$ cat src/rtl/fib_pkg.sv
// Shared definitions for the Fibonacci sequencer and its datapath.
// Holds widths, stack sizing, the one-hot state encoding and the control bundle.
package fib_pkg;

    localparam int N_W       = 3;
    localparam int RES_W     = 5;
    localparam int MAX_N     = 7;
    localparam int STK_DEPTH = 8;
    localparam int PTR_W     = $clog2(STK_DEPTH);
    localparam int SP_W      = $clog2(STK_DEPTH + 1);

    // One-hot bit positions; outputs are taken straight from these flops.
    localparam int unsigned B_IDLE    = 0;
    localparam int unsigned B_CLEAR   = 1;
    localparam int unsigned B_INIT    = 2;
    localparam int unsigned B_CHECK   = 3;
    localparam int unsigned B_LEAF    = 4;
    localparam int unsigned B_EXP_POP = 5;
    localparam int unsigned B_EXP_A   = 6;
    localparam int unsigned B_EXP_B   = 7;
    localparam int unsigned B_DONE    = 8;

    localparam int ST_W = 9;

    typedef enum logic [ST_W-1:0] {
        S_IDLE    = 9'b0_0000_0001,
        S_CLEAR   = 9'b0_0000_0010,
        S_INIT    = 9'b0_0000_0100,
        S_CHECK   = 9'b0_0000_1000,
        S_LEAF    = 9'b0_0001_0000,
        S_EXP_POP = 9'b0_0010_0000,
        S_EXP_A   = 9'b0_0100_0000,
        S_EXP_B   = 9'b0_1000_0000,
        S_DONE    = 9'b1_0000_0000
    } state_e;

    typedef struct packed {
        logic dp_rst;
        logic ins;
        logic push;
        logic pop;
        logic modes;
        logic cntup;
        logic busy;
        logic done;
    } ctrl_t;

endpackage

$ cat src/rtl/fib_sequencer.sv
// Control FSM computing fib(n) by depth-first expansion on an external stack.
// Ports: clk, rst (async high), start, lt/empty from datapath;
// dp_rst, ins, push, pop, modes, cntup to datapath; busy, done status.
module fib_sequencer
    import fib_pkg::*;
(
    input  logic clk,
    input  logic rst,
    input  logic start,
    input  logic lt,
    input  logic empty,
    output logic dp_rst,
    output logic ins,
    output logic push,
    output logic pop,
    output logic modes,
    output logic cntup,
    output logic busy,
    output logic done
);

    state_e state_q;
    state_e state_d;
    ctrl_t  ctrl;

    always_ff @(posedge clk or posedge rst) begin
        if (rst) begin
            state_q <= S_IDLE;
        end else begin
            state_q <= state_d;
        end
    end

    always_comb begin
        state_d = state_q;
        unique case (state_q)
            S_IDLE: begin
                if (start) begin
                    state_d = S_CLEAR;
                end
            end
            S_CLEAR:   state_d = S_INIT;
            S_INIT:    state_d = S_CHECK;
            S_CHECK: begin
                // An empty stack means every leaf has been summed.
                if (empty) begin
                    state_d = S_DONE;
                end else if (lt) begin
                    state_d = S_LEAF;
                end else begin
                    state_d = S_EXP_POP;
                end
            end
            S_LEAF:    state_d = S_CHECK;
            S_EXP_POP: state_d = S_EXP_A;
            S_EXP_A:   state_d = S_EXP_B;
            S_EXP_B:   state_d = S_CHECK;
            S_DONE:    state_d = S_IDLE;
            default:   state_d = S_IDLE;
        endcase
    end

    // Each output is an OR of one-hot state bits, so nothing from the
    // inputs can reach the outputs and dp_rst is a bare flop output.
    always_comb begin
        ctrl        = '0;
        ctrl.dp_rst = state_q[B_CLEAR];
        ctrl.ins    = state_q[B_INIT];
        ctrl.push   = state_q[B_INIT]
                    | state_q[B_EXP_A]
                    | state_q[B_EXP_B];
        ctrl.pop    = state_q[B_LEAF]
                    | state_q[B_EXP_POP];
        ctrl.modes  = state_q[B_EXP_B];
        ctrl.cntup  = state_q[B_LEAF];
        ctrl.busy   = ~state_q[B_IDLE];
        ctrl.done   = state_q[B_DONE];
    end

    assign dp_rst = ctrl.dp_rst;
    assign ins    = ctrl.ins;
    assign push   = ctrl.push;
    assign pop    = ctrl.pop;
    assign modes  = ctrl.modes;
    assign cntup  = ctrl.cntup;
    assign busy   = ctrl.busy;
    assign done   = ctrl.done;

endmodule

$ cat config.mk
export PLATFORM = sky130hd
export DESIGN_NAME = fib_sequencer
export DESIGN_NICKNAME = d
export VERILOG_FILES = /design/src/rtl/fib_pkg.sv /design/src/rtl/fib_sequencer.sv
export SDC_FILE = /design/constraint.sdc
export NUM_CORES = 1
export LEC_CHECK = 0
export ABC_AREA = 1
export CAP_MARGIN = 40
export CORE_AREA = 10 10 47 49
export CTS_BUF_LIST = sky130_fd_sc_hd__clkbuf_4
export CTS_CLUSTER_SIZE = 40
export DETAILED_ROUTE_END_ITERATION = 7
export DIE_AREA = 0 0 57 59
export PLACE_DENSITY = 0.65
export SLEW_MARGIN = 30
export SYNTH_ARGS = -nofsm -noshare
export SYNTH_HDL_FRONTEND = slang
export SYNTH_SLANG_ARGS = --single-unit
$ cat constraint.sdc
create_clock -name clk -period 3.12 [get_ports clk]
set_clock_uncertainty 0.1 [all_clocks]
set_input_delay 0.468 -clock clk [delete_from_list [all_inputs] [get_ports clk]]
set_output_delay 0.468 -clock clk [all_outputs]
set_load 0.005 [all_outputs]
======== Word-level counts from Yosys, hierarchy flattened ========
Cells that the tools add are included.
word-level totals
  register bits ........................... 9
  input bits .............................. 5
  output and inout bits ................... 8
  logic and storage cells ................. 19
operators by class
  eq/ne operators ......................... 9
  muxes and demuxes ....................... 4
  bitwise operators ....................... 4
  reduce and logical (&&, ||, !) cells .... 1
operators by type and width
  operator            number
  $pmux 9 s6          1
  $mux 9              2
  $eq 9x1->1 const B  1
  $eq 9x2->1 const B  1
  $eq 9x3->1 const B  1
  $eq 9x4->1 const B  1
  $eq 9x5->1 const B  1
  $eq 9x6->1 const B  1
  $eq 9x7->1 const B  1
  $eq 9x8->1 const B  1
  $mux 6              1
  $or 1x1->1          3
  $reduce_or 3->1     1
  $ne 2x2->1 const B  1
  $not 1->1           1

======== Logic depth before layout (Yosys ltp) ========
Gate-level depths: netlist of run 1.
  depth in word-level cells ............... 3
  mapped depth ............................ 8
  gate-level depth less buffers ........... 8

======== Worst setup path before layout of run 1 ========
Ideal clock, no wire load.
  path kind ............................... register to output
  from .................................... reg state_q[7]
  to ...................................... out push
  data arrival time ....................... 641 ps
  data required time ...................... 2552 ps
  slack ................................... 1911 ps
  cell stages (with the launch flop) ...... 3
  path buffers ............................ 0
  cell sequence ........................... dfrtp_1 -> nor2_4 -> nand2_1
on the way
  word-level cells in the longest chain between the ends .. 1
RTL lines
  what                    line                 RTL
  from (decl)             fib_sequencer.sv:22  state_e state_q;
  from (signal assigned)  fib_sequencer.sv:30  state_q <= state_d;
  $or 1x1->1              fib_sequencer.sv:71  | state_q[B_EXP_B];
  to (decl)               fib_sequencer.sv:14  output logic push,
Every way passes these cells.

======== Worst setup path in the final report of run 1 ========
Same ends and word-level chain as after synthesis.

==> qor.csv, run 1 <==
stage,metric,value,unit
synthesis,Netlist cell types,17,
timing,Final min period,1921,ps
clocking,CTS Buf Count,3,
clocking,CTS Sinks,9,
timing,Worst Tran Pin Value,342.1,ps
grt,vias in the first global route,459,
clocking,Post-CTS Setup Bufs,0,
power_and_ir_drop,peak supply drop,0.0003310,V
clocking,worst skew pair latency,260,ps
floorplanning,Initial Util,36.79,%
timing,Post-Route Setup TNS,0,ps
clocking,CTS tree,built,
setup_path,critical path class,reg -> out,
place,Post-DP Area,655.6,um^2
timing,fmax,520.5,MHz
grt,initial antenna violation count,0,
floorplanning,chip width,57,um
timing,Setup Viol. Count Final,0,
power_and_ir_drop,Lkg Pwr,0.3761,nW
setup_path,WP data arrival,1350,ps
detailed_routing,initial DRC count,8,
grt,global-route wire length before repair,1918,um
synthesis,Synth Area in XOR/XNOR,1.699,%
place,PortBufs,12,
grt,pin count of the biggest net entering global routing,10,
detailed_routing,Routed WL per cell,11.37,um
clocking,H-tree Lvls,1,
floorplanning,Die Ht,59,um
grt,total track usage,7.177,%
synthesis,largest family of logic cells by synthesized area,simple AND/OR/NAND/NOR gates,
finish,design area,685.7,um^2
synthesis,sequential share of the synthesized area,43.93,%
setup_path,CP Launch Type,flop,
grt,global route overflow,0,
finish,Top reg by flops,state_q,
timing,final period utilization,61.58,%
timing,fin. max-slew vios,0,
setup_path,CP max FO,4,
place,hpwl dp,851.6,um
detailed_routing,total iterations of the first detailed-routing run,4,
timing,Rel. slew slack,77.17,%
synthesis,Synth Area per Inst,8.182,um^2
place,Inst Count DP,91,
synthesis,post-synth net total,68,
worst_hold_path,Worst Hold Class,in -> async,
synthesis,#FFs+latches synth,9,
power_and_ir_drop,power density cells,626.7,nW/um^2
finish,fraction of layout cells with a size suffix above 1,24.05,%
synthesis,Synth Area in Compound Gates,1.699,%
synthesis,Yosys warnings,0,
setup_path,Critical Path RT,2550,ps
clocking,Root Driver,clkbuf_4,
timing,Hold Fails Final Rpt,0,
timing,RSZ-0062 raised after global routing,false,
status,outcome,"complete, no violations",
finish,number of flip-flops in the largest register,9,
floorplanning,area of the core,1401,um^2
place,routability cong.,0.7071,
finish,Area Growth Syn to Fin,33.01,%
finish,"Cell Count, Final, Fillers Out",95,
synthesis,Post-Syn Area,515.5,um^2
floorplanning,Cell Rows,14,
detailed_routing,Vias,428,
floorplanning,IO Count,13,
clocking,"Clk pin slew, worst setup/hold paths",60,ps
detailed_routing,routed vias/inst,4.505,
clocking,CTS Buffer Depth,2,
clocking,cts repair resizes,0,
setup_path,Setup crit end kind,output pin,
detailed_routing,"antenna viol nets, final",0,
finish,# nets final,85,
synthesis,mux share of post-synthesis cell area,0,%
synthesis,post-synthesis cell count,63,
finish,largest registers,state_q: 9 flops,
finish,ant diodes,0,
synthesis,Post-Synth Simple-Gate Area,42.48,%
clocking,hold_buf cts,0,
detailed_routing,Total Wirelength,1080,um
job,number of max-cap violations,0,
synthesis,Synth Area in Adders,0,%
detailed_routing,# DRC,0,
floorplanning,Die ar.,3363,um^2
[logic make-up after synthesis]
group           Yosys count
xor+xnor                  1
flops                     9
compound gates            1
buf+inv                  14
simple gates             38
[cell usage in the layout (no fill, tap or decap), drive strengths merged, types with 2 or more instances in the layout]
| cell type | n |
|---|---|
| clkbuf | 4 |
| nor2 | 15 |
| nor3 | 2 |
| inv | 14 |
| clkdlybuf4s50 | 12 |
| dfrtp | 8 |
| nand2 | 13 |
| nand3 | 3 |
| nor3b | 2 |
[power breakdown]
| part | switching, mW | internal, mW | leakage, nW |
|---|---|---|---|
| sequential | 0.0192 | 0.140 | 0.121 |
| clock | 0.0394 | 0.0579 | 0.0184 |
| combinational | 0.0904 | 0.0832 | 0.237 |
| total | 0.149 | 0.281 | 0.376 |
[worst max-delay path, cell delays in order, from the launching register on]
cell	delay, ps
dfrtp_1	430
nor2_4	170
nand2_1	60
clkdlybuf4s50_1	440
[path summary, 6_finish.rpt]
check,startpoint,end,slack [ps],cells past startpoint
max in group asynchronous,rst,state_q[0]$_DFFE_PP1P_,2260,2
min,rst,state_q[3]$_DFFE_PP0P_,360,2
min reg2reg,state_q[8]$_DFFE_PP0P_,state_q[7]$_DFFE_PP0P_,460,1
max reg2reg,state_q[0]$_DFFE_PP1P_,state_q[0]$_DFFE_PP1P_,1810,8
max,state_q[7]$_DFFE_PP0P_,push,1200,3
min in group clk,state_q[8]$_DFFE_PP0P_,state_q[7]$_DFFE_PP0P_,460,1
[per-layer routing]
metal	global-route usage [%]	share of wire, %
met5	0	0
met4	6.040	1.9
met1	7.376	41
met2	11.78	51
met3	2.146	5.9
[cells in the mapped netlist, drive strengths merged]
| master | number | area (um^2) |
|---|---|---|
| dfrtp | 8 | 200.2 |
| dfstp | 1 | 26.28 |
| inv | 14 | 52.55 |
| nand2 | 13 | 56.31 |
| nand3 | 3 | 20.02 |
| nand4 | 1 | 6.260 |
| nor2 | 15 | 78.83 |
| nor3 | 2 | 20.02 |
| nor3b | 2 | 25.02 |
| nor4 | 1 | 6.260 |
| o21ai | 1 | 8.760 |
| or2 | 1 | 6.260 |
| xor2 | 1 | 8.760 |
[layout make-up]
type	instances	area, um^2
flip-flops and latches	9	226.5
repair buffers	12	120.1
clock buffers	4	30.03
multi-input cells	40	236.5
well taps	16	20.02
inverters	14	52.55
fillers	150	715.7
[metrics by stage]
| step | hold slack, ps | setup WS (ps) | total power [mW] | util, % |
|---|---|---|---|---|
| floorplan | 195.2 | 1911 | 0.2687 | - |
| global placement | 450.6 | 1461 | 0.3318 | 46.79 |
| detailed placement | 444.4 | 1456 | 0.3351 | 46.79 |
| CTS | 373.5 | 1174 | 0.4348 | 48.93 |
| global route | 401.4 | 1119 | 0.4651 | 48.93 |
| finish | 363.7 | 1199 | 0.4297 | 48.93 |
(Power assumes the default switching activity.)
==> inputs of run 2 (changes only) <==
Settings changed: PLACE_DENSITY 0.65 to 0.68.
Clock period 3.12 ns to 1.6 ns, I/O delays scaled along.
==> run 2 against run 1 <==
  * Register-to-register slack lost 1600 ps
  * Count of clock-buffer cells in the layout is the same
  * Clock power grew 96%
  * First-iteration DRC count shrank 13%
  * Sequential power grew 91%
  * Non-clock buffer count grew 7
  * Final cell count grew 7.4%
  * Routed wire length grew 0.46%
  * Critical path type unchanged
==> qor.csv, run 2 (synthesis gave the netlist of run 1 again) <==
stage,metric,value,unit,change
setup_path,WP data arrival,1210,ps,-140 ps
job,number of max-cap violations,0,,unchanged
detailed_routing,Vias,471,,+10%
grt,initial antenna violation count,0,,unchanged
power_and_ir_drop,Comb power frac,40.8,%,+0.4 points
setup_path,CP Launch Type,flop,,
floorplanning,Die Ht,59,um,unchanged
clocking,hold_buf cts,0,,unchanged
setup_path,biggest cell delay along the critical path,540,ps,+100 ps
floorplanning,Die ar.,3363,um^2,unchanged
clocking,Root Driver,clkbuf_4,,
clocking,"Clk pin slew, worst setup/hold paths",60,ps,about the same
grt,GRT met1 Usage,7.385,%,+0.0089 points
setup_path,"CP delay by family, top",buffers and inverters,,
timing,hold_ws,134.1,ps,-229.6 ps
grt,GR met3 Demand/Resource,3.004,%,+0.86 points
finish,number of flip-flops in the largest register,9,,unchanged
setup_path,Critical Path RT,1260,ps,-1290 ps
power_and_ir_drop,Lkg Pwr,0.4400,nW,+17%
timing,final period utilization,97.09,%,
power_and_ir_drop,power density cells,1127,nW/um^2,+80%
floorplanning,Cell Rows,14,,unchanged
timing,Hold Fails Final Rpt,0,,unchanged
detailed_routing,"antenna viol nets, final",0,,unchanged
detailed_routing,Total Wirelength,1085,um,+0.46%
grt,Most Crowded Layer GR,met2,,
floorplanning,Initial Util,36.79,%,unchanged
clocking,CTS tree,built,,
timing,Worst Tran Pin Value,333.9,ps,-8.254 ps
detailed_routing,initial DRC count,7,,-1
power_and_ir_drop,Internal,0.5498,mW,+96%
finish,sequential cell area,227.7,um^2,+0.55%
power_and_ir_drop,Clock power frac,22.8,%,about the same
clocking,CTS Sinks,9,,unchanged
setup_path,Setup crit end kind,output pin,,
timing,Setup Viol. Count Final,0,,unchanged
setup_path,critical path cell sequence,clkdlybuf4s50_1,,
finish,fill cell count,134,,-11%
power_and_ir_drop,peak supply drop,0.0006461,V,+95%
floorplanning,IO Count,13,,unchanged
power_and_ir_drop,NetSw,0.2863,mW,+92%
detailed_routing,routed vias/inst,4.618,,+2.5%
grt,global-route wire length before repair,1938,um,+1.0%
setup_path,Worst Path Buf+Inv,1,,unchanged
power_and_ir_drop,switching share of power,34.24,%,-0.43 points
setup_path,slowest cell on the critical path,clkdlybuf4s50_1,,
floorplanning,area of the core,1401,um^2,unchanged
timing,Rel. slew slack,77.72,%,+0.55 points
place,hpwl dp,800.3,um,-6.0%
grt,GR met2 Demand/Resource,11.32,%,-0.47 points
grt,global route overflow,0,,unchanged
place,routability cong.,0.7935,,+12%
timing,RSZ-0062 raised after global routing,false,,
detailed_routing,# DRC,0,,unchanged
timing,Final min period,1554,ps,
finish,Top reg by flops,state_q,,
finish,"commonest non-fill, non-tap cells in the layout","inv_1 (14), nor2_1 (10), nand2_1 (10)",,
place,PortBufs,12,,unchanged
setup_path,CP max FO,4,,unchanged
status,outcome,"complete, no violations",,
setup_path,critical path class,reg -> out,,
timing,Post-Route Setup TNS,0,ps,unchanged
detailed_routing,total iterations of the first detailed-routing run,4,,unchanged
floorplanning,chip width,57,um,unchanged
finish,largest registers,state_q: 9 flops,,
clocking,H-tree Lvls,1,,unchanged
detailed_routing,Routed WL per cell,10.64,um,-6.4%
finish,"most common cell after layout, fill and taps aside",inv_1,,
timing,fmax,643.7,MHz,
finish,# nets final,92,,+8.2%
timing,fin. max-slew vios,0,,unchanged
power_and_ir_drop,sequential fraction of design power,36.4,%,-0.6 points
worst_hold_path,Worst Hold Class,in -> async,,
grt,total track usage,7.267,%,+0.090 points
finish,Area Growth Syn to Fin,43.93,%,
grt,pin count of the biggest net entering global routing,10,,unchanged
clocking,worst skew pair latency,260,ps,about the same
clocking,CTS Buf Count,3,,unchanged
finish,ant diodes,0,,unchanged
finish,area of the multi-input gates,236.5,um^2,unchanged
finish,fraction of layout cells with a size suffix above 1,31.40,%,+7.3 points
clocking,CTS Buffer Depth,2,,unchanged
grt,vias in the first global route,497,,+8.3%
run 2: through the flow:
stage	instances	utilization [%]	cell area [um^2]	power [mW]	worst slack [ps]
after floorplan	63	-	515.5	0.5239	423.2
after global placement	91	46.79	655.6	0.6449	178.8
after detailed placement	91	46.79	655.6	0.6466	179.0
after CTS	102	52.77	739.5	0.8392	1.286
after global routing	102	52.95	742.0	0.9182	3.215
final	102	52.95	742.0	0.8360	46.49
run 2: path summary, 6_finish.rpt:
check	start	endpoint	slack, ps	depth (start not counted)
worst max-delay path	state_q[8]$_DFFE_PP0P_	done	50	1
worst min-delay path	rst	state_q[8]$_DFFE_PP0P_	130	2
worst max register to register	state_q[0]$_DFFE_PP1P_	state_q[0]$_DFFE_PP1P_	260	9
worst min register to register	state_q[8]$_DFFE_PP0P_	state_q[7]$_DFFE_PP0P_	440	1
max in group asynchronous	rst	state_q[0]$_DFFE_PP1P_	970	2
min in group clk	start	state_q[1]$_DFFE_PP0P_	420	3
run 2: power groups by stage:
stage	Combinational, mW	Clock, mW	Sequential [mW]
4_1_cts	0.346	0.192	0.301
6_report	0.341	0.191	0.304
3_5_place_dp	0.332	0	0.314
2_1_floorplan	0.214	0	0.310
3_3_place_gp	0.332	0	0.313
5_1_grt	0.394	0.214	0.310
run 2: repair_timing:
item,CTS,global route
endpoints found under the setup margin,4,1
resized for setup,5,1
pin swaps,2,0
setup buffers,7,0
run 2: per-layer routing:
metal,up-vias,share of wire (%),wire [um]
met2,17,46,498
li1,235,-,-
met3,4,8.6,93
met4,0,2.9,32
met1,215,42,460
met5,-,0,0
run 2: cell type report:
class	instances	area share [%]
Clock buffer	4	4.047
Inverter	14	7.083
Multi-Input combinational cell	40	31.87
Sequential cell	9	30.69
Tap cell	16	2.698
Timing Repair Buffer	19	23.61
run 2: worst reg2reg max path, cell delays in order (launching register included):
cell     delay (ps)
dfstp_2         540
buf_4           120
nor2_2           40
inv_1            80
nor2_2           50
nand2_2         100
nand2_2          60
nor2_2           90
nand3_2          60
nand2_1          60
